$ cat src/rtl/rtype_instr_encoder_if.sv
// rtype_instr_encoder_if
// Request/response bus of the R-type instruction encoder.
//   Request side : in_valid/in_ready handshake carrying the ALU select
//                  (in_sel) and register fields (in_rs, in_rt, in_rd, in_shamt).
//   Response side: out_valid/out_ready handshake carrying the encoded
//                  32-bit instruction word (out_instr).
// The master modport is the requester/consumer (test driver, fetch side).
// The slave modport is the encoder itself.
interface rtype_instr_encoder_if;
   logic        in_valid;
   logic        in_ready;
   logic [2:0]  in_sel;
   logic [4:0]  in_rs;
   logic [4:0]  in_rt;
   logic [4:0]  in_rd;
   logic [4:0]  in_shamt;
   logic        out_valid;
   logic        out_ready;
   logic [31:0] out_instr;

   modport master (
      output in_valid,
      output in_sel,
      output in_rs,
      output in_rt,
      output in_rd,
      output in_shamt,
      output out_ready,
      input  in_ready,
      input  out_valid,
      input  out_instr
   );

   modport slave (
      input  in_valid,
      input  in_sel,
      input  in_rs,
      input  in_rt,
      input  in_rd,
      input  in_shamt,
      input  out_ready,
      output in_ready,
      output out_valid,
      output out_instr
   );
endinterface

$ cat src/rtl/rtype_instr_encoder.sv
// rtype_instr_encoder
// Encodes ALU operation requests (3-bit ALU select + register fields) into
// 32-bit R-type instruction words whose function code decodes back to the
// same select, queues them in a DEPTH-entry FIFO and presents them over a
// valid/ready handshake. Select 3 has no function code: such requests are
// consumed but not queued, and raise a sticky flag plus a saturating counter.
// Ports:
//   clk          rising-edge clock
//   rst_n        synchronous active-low reset
//   bus          request/response handshakes (slave modport)
//   count        FIFO occupancy, 0..DEPTH
//   err_illegal  sticky flag, set when an illegal select is accepted
//   err_clr      clears err_illegal (an illegal accept on the same edge wins)
//   illegal_cnt  saturating count of accepted illegal requests
module rtype_instr_encoder #(
   parameter int DEPTH = 4,
   parameter int CNT_W = 8
) (
   input  logic                       clk,
   input  logic                       rst_n,
   rtype_instr_encoder_if.slave       bus,
   output logic [$clog2(DEPTH):0]     count,
   output logic                       err_illegal,
   input  logic                       err_clr,
   output logic [CNT_W-1:0]           illegal_cnt
);

   localparam int PTR_W = $clog2(DEPTH);
   localparam logic [PTR_W:0] FULL_CNT = (PTR_W+1)'(DEPTH);

   logic [31:0]      mem_q [DEPTH];
   logic [31:0]      mem_d [DEPTH];
   logic [PTR_W-1:0] wr_ptr_q, wr_ptr_d;
   logic [PTR_W-1:0] rd_ptr_q, rd_ptr_d;
   logic [PTR_W:0]   count_q, count_d;
   logic             err_q, err_d;
   logic [CNT_W-1:0] ill_cnt_q, ill_cnt_d;

   logic             sel_legal;
   logic             accept;
   logic             push;
   logic             pop;
   logic             accept_illegal;
   logic [4:0]       shamt_eff;
   logic [31:0]      word;

   // Function code for each ALU select; select 3 never reaches the FIFO,
   // so its value here is irrelevant.
   function automatic logic [5:0] funct_of(input logic [2:0] sel);
      logic [5:0] f;
      case (sel)
         3'd0:    f = 6'b100100;
         3'd1:    f = 6'b100101;
         3'd2:    f = 6'b100000;
         3'd4:    f = 6'b100010;
         3'd5:    f = 6'b000010;
         3'd6:    f = 6'b000000;
         3'd7:    f = 6'b100111;
         default: f = 6'b000000;
      endcase
      return f;
   endfunction

   // in_ready is derived only from registered occupancy, so there is no
   // combinational path from out_ready; a pop while full frees the slot
   // one cycle later.
   assign bus.in_ready  = (count_q < FULL_CNT);
   assign bus.out_valid = (count_q != '0);
   assign bus.out_instr = (count_q != '0) ? mem_q[rd_ptr_q] : 32'h0;

   assign count       = count_q;
   assign err_illegal = err_q;
   assign illegal_cnt = ill_cnt_q;

   assign sel_legal      = (bus.in_sel != 3'd3);
   assign accept         = bus.in_valid & bus.in_ready;
   assign push           = accept & sel_legal;
   assign accept_illegal = accept & ~sel_legal;
   assign pop            = bus.out_valid & bus.out_ready;

   // Only shift operations (sel 5 and 6) carry a shift amount.
   assign shamt_eff = ((bus.in_sel == 3'd5) || (bus.in_sel == 3'd6)) ? bus.in_shamt : 5'd0;
   assign word      = {6'b000000, bus.in_rs, bus.in_rt, bus.in_rd, shamt_eff, funct_of(bus.in_sel)};

   always_comb begin
      mem_d     = mem_q;
      wr_ptr_d  = wr_ptr_q;
      rd_ptr_d  = rd_ptr_q;
      count_d   = count_q;
      err_d     = err_q;
      ill_cnt_d = ill_cnt_q;

      if (push) begin
         mem_d[wr_ptr_q] = word;
         wr_ptr_d        = wr_ptr_q + 1'b1;
      end
      if (pop) begin
         rd_ptr_d = rd_ptr_q + 1'b1;
      end

      case ({push, pop})
         2'b10:   count_d = count_q + 1'b1;
         2'b01:   count_d = count_q - 1'b1;
         default: count_d = count_q;
      endcase

      // Setting takes priority over clearing on the same edge.
      if (accept_illegal) begin
         err_d = 1'b1;
      end else if (err_clr) begin
         err_d = 1'b0;
      end

      if (accept_illegal && (ill_cnt_q != {CNT_W{1'b1}})) begin
         ill_cnt_d = ill_cnt_q + 1'b1;
      end
   end

   // Storage is not cleared by reset: with count at zero the contents are
   // unreachable and out_instr is forced to zero.
   always_ff @(posedge clk) begin
      if (!rst_n) begin
         wr_ptr_q  <= '0;
         rd_ptr_q  <= '0;
         count_q   <= '0;
         err_q     <= 1'b0;
         ill_cnt_q <= '0;
      end else begin
         mem_q     <= mem_d;
         wr_ptr_q  <= wr_ptr_d;
         rd_ptr_q  <= rd_ptr_d;
         count_q   <= count_d;
         err_q     <= err_d;
         ill_cnt_q <= ill_cnt_d;
      end
   end

endmodule

$ cat src/flat_wrapper.sv
// flat-port wrapper written by rule: the top's interface ports become plain ports
module rtype_instr_encoder_flat 
#(
   parameter int DEPTH = 4,
   parameter int CNT_W = 8
)
  (clk, rst_n, count, err_illegal, err_clr, illegal_cnt, bus_in_valid, bus_in_sel, bus_in_rs, bus_in_rt, bus_in_rd, bus_in_shamt, bus_out_ready, bus_in_ready, bus_out_valid, bus_out_instr);
  rtype_instr_encoder_if bus_i ();
  input  logic clk;
  input  logic rst_n;
  output logic [$clog2(DEPTH):0] count;
  output logic err_illegal;
  input  logic err_clr;
  output logic [CNT_W-1:0] illegal_cnt;
  input wire logic [$bits(bus_i.in_valid)-1:0] bus_in_valid;
  input wire logic [$bits(bus_i.in_sel)-1:0] bus_in_sel;
  input wire logic [$bits(bus_i.in_rs)-1:0] bus_in_rs;
  input wire logic [$bits(bus_i.in_rt)-1:0] bus_in_rt;
  input wire logic [$bits(bus_i.in_rd)-1:0] bus_in_rd;
  input wire logic [$bits(bus_i.in_shamt)-1:0] bus_in_shamt;
  input wire logic [$bits(bus_i.out_ready)-1:0] bus_out_ready;
  output wire logic [$bits(bus_i.in_ready)-1:0] bus_in_ready;
  output wire logic [$bits(bus_i.out_valid)-1:0] bus_out_valid;
  output wire logic [$bits(bus_i.out_instr)-1:0] bus_out_instr;
  assign bus_i.in_valid = bus_in_valid;
  assign bus_i.in_sel = bus_in_sel;
  assign bus_i.in_rs = bus_in_rs;
  assign bus_i.in_rt = bus_in_rt;
  assign bus_i.in_rd = bus_in_rd;
  assign bus_i.in_shamt = bus_in_shamt;
  assign bus_i.out_ready = bus_out_ready;
  assign bus_in_ready = bus_i.in_ready;
  assign bus_out_valid = bus_i.out_valid;
  assign bus_out_instr = bus_i.out_instr;
  rtype_instr_encoder #(.DEPTH(DEPTH), .CNT_W(CNT_W)) u_core (.clk(clk), .rst_n(rst_n), .bus(bus_i), .count(count), .err_illegal(err_illegal), .err_clr(err_clr), .illegal_cnt(illegal_cnt));
endmodule
$ cat config.mk
export PLATFORM = sky130hd
export DESIGN_NAME = rtype_instr_encoder_flat
export DESIGN_NICKNAME = d
export VERILOG_FILES = /design/src/rtl/rtype_instr_encoder_if.sv /design/src/rtl/rtype_instr_encoder.sv /design/src/flat_wrapper.sv
export SDC_FILE = /design/constraint.sdc
export NUM_CORES = 1
export LEC_CHECK = 0
export BUFFER_PORTS_ARGS = -buffer_cell sky130_fd_sc_hd__clkbuf_2
export CAP_MARGIN = 20
export CORE_MARGIN = 2
export CORE_UTILIZATION = 58
export DETAILED_ROUTE_END_ITERATION = 16
export PLACE_DENSITY = 0.93
export SLEW_MARGIN = 20
export SYNTH_ARGS = -nofsm -noshare
export SYNTH_HDL_FRONTEND = slang
export SYNTH_SLANG_ARGS = --single-unit
$ cat constraint.sdc
create_clock -name clk -period 5.3 [get_ports clk]
set_input_delay 0.795 -clock clk [delete_from_list [all_inputs] [get_ports clk]]
set_output_delay 0.795 -clock clk [all_outputs]
set_load 0.1 [all_outputs]
Word level (Yosys, flattened, before mapping)
Cells that the tools add are included.
- input bits: 28
- output and inout bits: 46
- logic and storage cells: 55
- RAM bits: 0
- bits in latches: 0
- flip-flop bits (word level): 144
- ROM bits: 0
- memories: 0
- div/mod/pow operators: 0
- multiply operators: 0
- reductions and logical operators: 8
- equal/unequal tests: 10
- bitwise logic cells: 7
- $lt $le $gt $ge: 4
- shift operators: 0
- add/sub/neg operators: 5
- multiplexer cells: 12
- operator list (kind ; number):
    128-bit bitwise mux ; 1
    32-bit 2-to-1 mux ; 4
    32-bit binary-select mux with 2-bit select ; 1
    32-bit demux with 2-bit select ; 1
    6-bit case mux with 6 select lines ; 1
    3-bit equality test, second input constant ; 4
    8-bit by 1-bit adder with 8-bit output, second input constant ; 1
    8-bit != test, second input constant ; 1
    3-bit greater-or-equal comparator, second input constant ; 2
    2-bit inverter with 3-bit output ; 2
    3-bit case mux with 2 select lines ; 1
    5-bit 2-to-1 mux ; 1
    2-bit by 1-bit adder with 2-bit output, second input constant ; 2
    1-bit bitwise AND ; 4
    2-bit nonzero test ; 2
    3-bit by 1-bit adder with 3-bit output, second input constant ; 1
    3-bit by 1-bit equality test with 1-bit output, second input constant ; 1
    3-bit by 2-bit equality test with 1-bit output, second input constant ; 1
    3-bit logical NOT ; 1
    3-bit by 1-bit less-than comparator with 1-bit output, second input constant ; 1
    3-bit less-than comparator, second input constant ; 1
    3-bit by 2-bit != test with 1-bit output, second input constant ; 1
    3-bit nonzero test ; 1
    3-bit by 1-bit subtractor with 3-bit output, second input constant ; 1
    7 further kinds ; 9

Longest topological paths before layout
- depth in word-level cells: 6
- gate-level depth with buffers: 10
- mapped depth without buffers: 9

Worst setup path after synthesis
No wires, ideal clock.
- path type: register to output
- start point: register u_core.count_q[2] (netlist: u_core.count[2])
- end point: output bus_out_instr[11]
- data required time: 4.505 ns
- cell stages (with the launch flop): 5
- setup slack: 1.242 ns
- data arrival time: 3.263 ns
- path through: dfxtp_1 or3_1 clkbuf_1 clkbuf_1 and2_1
- cells in the longest elaborated chain, start to end: 2
- ends and longest elaborated chain (item ; line ; RTL):
    start, declared ; rtype_instr_encoder.sv:35 ; logic [PTR_W:0] count_q, count_d;
    start signal, assigned ; rtype_instr_encoder.sv:132 ; count_q <= count_d;
    3-bit nonzero test ; - ;
    net bus_out_valid ; flat_wrapper.sv:23 ; output wire logic [$bits(bus_i.out_valid)-1:0] bus_out_valid;
    32-bit 2-to-1 mux ; rtype_instr_encoder.sv:69 ; assign bus.out_instr = (count_q != '0) ? mem_q[rd_ptr_q] : 32'h0;
    end, declared ; flat_wrapper.sv:24 ; output wire logic [$bits(bus_i.out_instr)-1:0] bus_out_instr;
The timed path passes the listed nets, and every way through them passes these cells.

Worst setup path after layout
- start point: register u_core.rd_ptr_q[0]
- end point: output bus_out_instr[7]
- cells in the longest elaborated chain, start to end: 5
- ends and longest elaborated chain (item ; line ; RTL):
    start, declared ; rtype_instr_encoder.sv:34 ; logic [PTR_W-1:0] rd_ptr_q, rd_ptr_d;
    start signal, assigned ; rtype_instr_encoder.sv:131 ; rd_ptr_q <= rd_ptr_d;
    2-bit inverter with 3-bit output (not written as such) ; rtype_instr_encoder.sv:69 ;
    32-bit binary-select mux with 2-bit select ; rtype_instr_encoder.sv:69 ;
    32-bit 2-to-1 mux (not written as such) (2 in a row) ; rtype_instr_encoder.sv:69 ;
    32-bit 2-to-1 mux ; rtype_instr_encoder.sv:69 ;
Every way passes these cells. The select of a mux whose other input is x is not followed.

==> flow_metrics.env <==
export IMPL_diodes=0
export IMPL_synth_top_area_share_pct=61.7
export IMPL_run_status="finished, final reports clean"
export IMPL_post_dp_hpwl_um=5070
export IMPL_timing_slew_headroom_pct=37.6
export IMPL_post_synth_top_area_cell="sky130_fd_sc_hd__edfxtp_1"
export IMPL_worst_ep_required_time_ns=4.51
export IMPL_portBuffers=65
export IMPL_fraction_of_the_yosys_area_taken_by_sequential_cells_pct=68.6
export IMPL_cts_sinks=112
export IMPL_start_util_pct=60.1
export IMPL_synth_adder_area_share_pct=2.04
export IMPL_routed_via_density=5.47
export IMPL_ant_nets=0
export IMPL_cts_post_setup_buffers_inserted=0
export IMPL_rr_startpoint="u_core.count[2]$_SDFFE_PN0P_"
export IMPL_synth_most_common_cell="sky130_fd_sc_hd__edfxtp_1"
export IMPL_worst_hold_path_num_cells=2
export IMPL_drt_initial_drc_count=133
export IMPL_timing_final_setup_violations=0
export IMPL_drive_above_1_share_pct=32.7
export IMPL_synthesis_yosys_warnings=0
export IMPL_insertion_delay_ns=0.36
export IMPL_floorplan_die_area_um2=8780
export IMPL_worst_hold_path_endpoint="u_core.illegal_cnt[5]$_SDFFE_PN0P_"
export IMPL_postSynthCellCount=277
export IMPL_synth_edf_count=96
export IMPL_final_util_pct=68.0
export IMPL_synth_lib_cells_used_distinct=40
export IMPL_share_of_the_clock_period_used_by_the_worst_path_pct=62.1
export IMPL_grt_pass1_wl_um=12400
export IMPL_grt_max_degree=28
export IMPL_synth_area_in_xor_xnor_pct=1.50
export IMPL_synth_area_per_cell_um2=16.9
export IMPL_cts_inserted_buffers=9
export IMPL_max_clock_path_buffers=2
export IMPL_global_route_usage_total_pct=19.0
export IMPL_cts_htree_levels=3
export IMPL_worstHoldStart="u_core.illegal_cnt[5]$_SDFFE_PN0P_"
export IMPL_compound_gate_fraction_of_synth_area_pct=2.71
export IMPL_post_drt_wl_per_cell_um=17.0
export IMPL_cell_area_synth_um2=4670
export IMPL_cts_hold_repair_buffers=0
export IMPL_layout_min_cycle_time_ns=3.29
export IMPL_fp_dieW_um=93.7
export IMPL_drv_cap=0
export IMPL_number_of_global_route_vias_before_repair=2489
export IMPL_place_congestion=0.697
export IMPL_r2r_cell_count=8
export IMPL_combinational_family_with_the_most_area_after_synthesis="multiplexers"
export IMPL_synthFlopType="sky130_fd_sc_hd__edfxtp_1"
export IMPL_antenna_violations_before_repair=0
export IMPL_clockRootBuffer="sky130_fd_sc_hd__clkbuf_8"
export IMPL_die_height_um=93.7
export IMPL_core_area_um2=7770
export IMPL_io_pins=74
export IMPL_synth_cells_most_frequent="sky130_fd_sc_hd__edfxtp_1, sky130_fd_sc_hd__and2_1, sky130_fd_sc_hd__mux4_2"
export IMPL_worst_endpoint_arrival_ns=2.49
export IMPL_area_growth_synth_to_final_pct=13.2
export IMPL_postRouteWirelength_um=7660
export IMPL_synth_area_top_cells="sky130_fd_sc_hd__edfxtp_1, sky130_fd_sc_hd__mux4_2, sky130_fd_sc_hd__dfxtp_1"
export IMPL_setup_worst_path_end_class="primary output"
export IMPL_worst_setup_path_type="flop to primary output"
export IMPL_rows=32
export IMPL_post_synth_mux_area_share_pct=11.8
export IMPL_grt_setup_unrepaired="false"
export IMPL_worst_r2r_endpoint="u_core.count[2]$_SDFFE_PN0P_"
export IMPL_finalClockSkew_ns=0.00467
export IMPL_ff2ff_setup_slack_ns=2.63
export IMPL_yosys_register_bits=112
export IMPL_fin_setup_tns_ns=0
export IMPL_final_nets=379
export IMPL_yosys_area_share_simple_pct=9.91
export IMPL_total_via_count_after_detailed_routing=2465
export IMPL_hold_viol_final=0
export IMPL_pre_cts_slack_ns=2.32
export IMPL_drc=0
export IMPL_post_cts_resized_instances=0
export IMPL_first_pass_iters=4
export IMPL_startpoint_type="flop"
export IMPL_max_freq_ghz=0.304
export IMPL_tritoncts="done"
export IMPL_setup_slack_ns=2.01
export IMPL_worstHoldPathType="flop to flop"
export IMPL_crit_path_max_fanout=26
export IMPL_synth_async_sr_flop_share_pct=0
export IMPL_grt_overflow=0
export IMPL_clkSlewWorstSetupHoldPaths_ns=0.10
export IMPL_tightestPinTransition_ns=0.937
export IMPL_maxSlewViolCount=0
-- flip-flops by register name (all words and copies together) (netlist names) --
name and cells:
u_core.illegal_cnt 8, u_core.mem_q 96, u_core.rd_ptr_q 2, u_core.err_illegal 1
u_core.count 3, u_core.wr_ptr_q 2
-- worst max path at each step --
stage | start | endpoint | slack, ns | cells past startpoint
floorplan | u_core.count[2]$_SDFFE_PN0P_ | bus_out_instr[11] | 1.24 | 4
global placement | bus_in_sel[2] | u_core.mem_q[116]$_DFFE_PP_ | 2.37 | 5
detailed placement | bus_in_sel[2] | u_core.mem_q[116]$_DFFE_PP_ | 2.32 | 5
CTS | u_core.rd_ptr_q[0]$_SDFFE_PN0N_ | bus_out_instr[10] | 1.94 | 3
global route | u_core.rd_ptr_q[0]$_SDFFE_PN0N_ | bus_out_instr[10] | 1.85 | 3
finish | u_core.rd_ptr_q[0]$_SDFFE_PN0N_ | bus_out_instr[7] | 2.01 | 3
-- through the flow --
step	area [um^2]	hold WS (ns)	std cells
2_1_floorplan	4700	0.476	284
3_3_place_gp	5060	0.493	435
3_5_place_dp	5060	0.527	435
4_1_cts	5290	0.543	451
5_1_grt	5290	0.572	451
6_report	5290	0.539	451
-- kinds of logic (layout without fill, tap and decap cells) --
| kind of cell | count (synthesis) | count (layout) |
|---|---|---|
| multiplexers | 25 | 25 |
| flip-flops | 112 | 112 |
| XOR/XNOR | 8 | 8 |
| AND/OR/NAND/NOR | 77 | 77 |
| AO/OA/AOI/OAI | 17 | 17 |
| other | 1 | 8 |
| buffers and inverters | 30 | 95 |
| adder cells (fa/ha/maj) | 7 | 7 |
-- final cells by class --
| class | count | area [um^2] |
|---|---|---|
| Inverter | 9 | 33.8 |
| Timing Repair Buffer | 70 | 363 |
| Clock inverter | 7 | 97.6 |
| Clock buffer | 9 | 124 |
| Sequential cell | 112 | 3200 |
| Fill cell | 522 | 2480 |
| Tap cell | 102 | 128 |
| Multi-Input combinational cell | 142 | 1340 |
-- per-layer routing --
metal	vias to the layer above	track usage (%)	part of all wire (%)
met5	-	0	0
met4	0	4.71	0.44
met3	2	4.90	6.8
met2	92	31.6	52
met1	1204	25.4	41
li1	1167	-	-
-- critical path: stages, from the launching register on --
cell	delay, ns
sky130_fd_sc_hd__dfxtp_2	0.96
sky130_fd_sc_hd__mux4_2	0.61
sky130_fd_sc_hd__and2_1	0.17
sky130_fd_sc_hd__clkbuf_2	0.36
-- layout by cell type, fill, tap and decap left out, drive strengths merged, types with 2 or more instances in the layout --
| cell type | instances |
|---|---|
| a21boi | 6 |
| and2 | 31 |
| and3 | 11 |
| buf | 5 |
| clkbuf | 74 |
| clkinv | 2 |
| conb | 8 |
| dfxtp | 16 |
| edfxtp | 96 |
| ha | 6 |
| inv | 13 |
| mux4 | 24 |
| nand2 | 7 |
| nand3 | 6 |
| nand4b | 2 |
| nor2 | 5 |
| nor2b | 3 |
| o211ai | 2 |
| o21ai | 5 |
| or3 | 4 |
| xnor2 | 6 |
| xor2 | 2 |
Power is left out: the tool's default activity adds up to more than one toggle a clock period on the data nets, which glitch-free logic cannot reach.
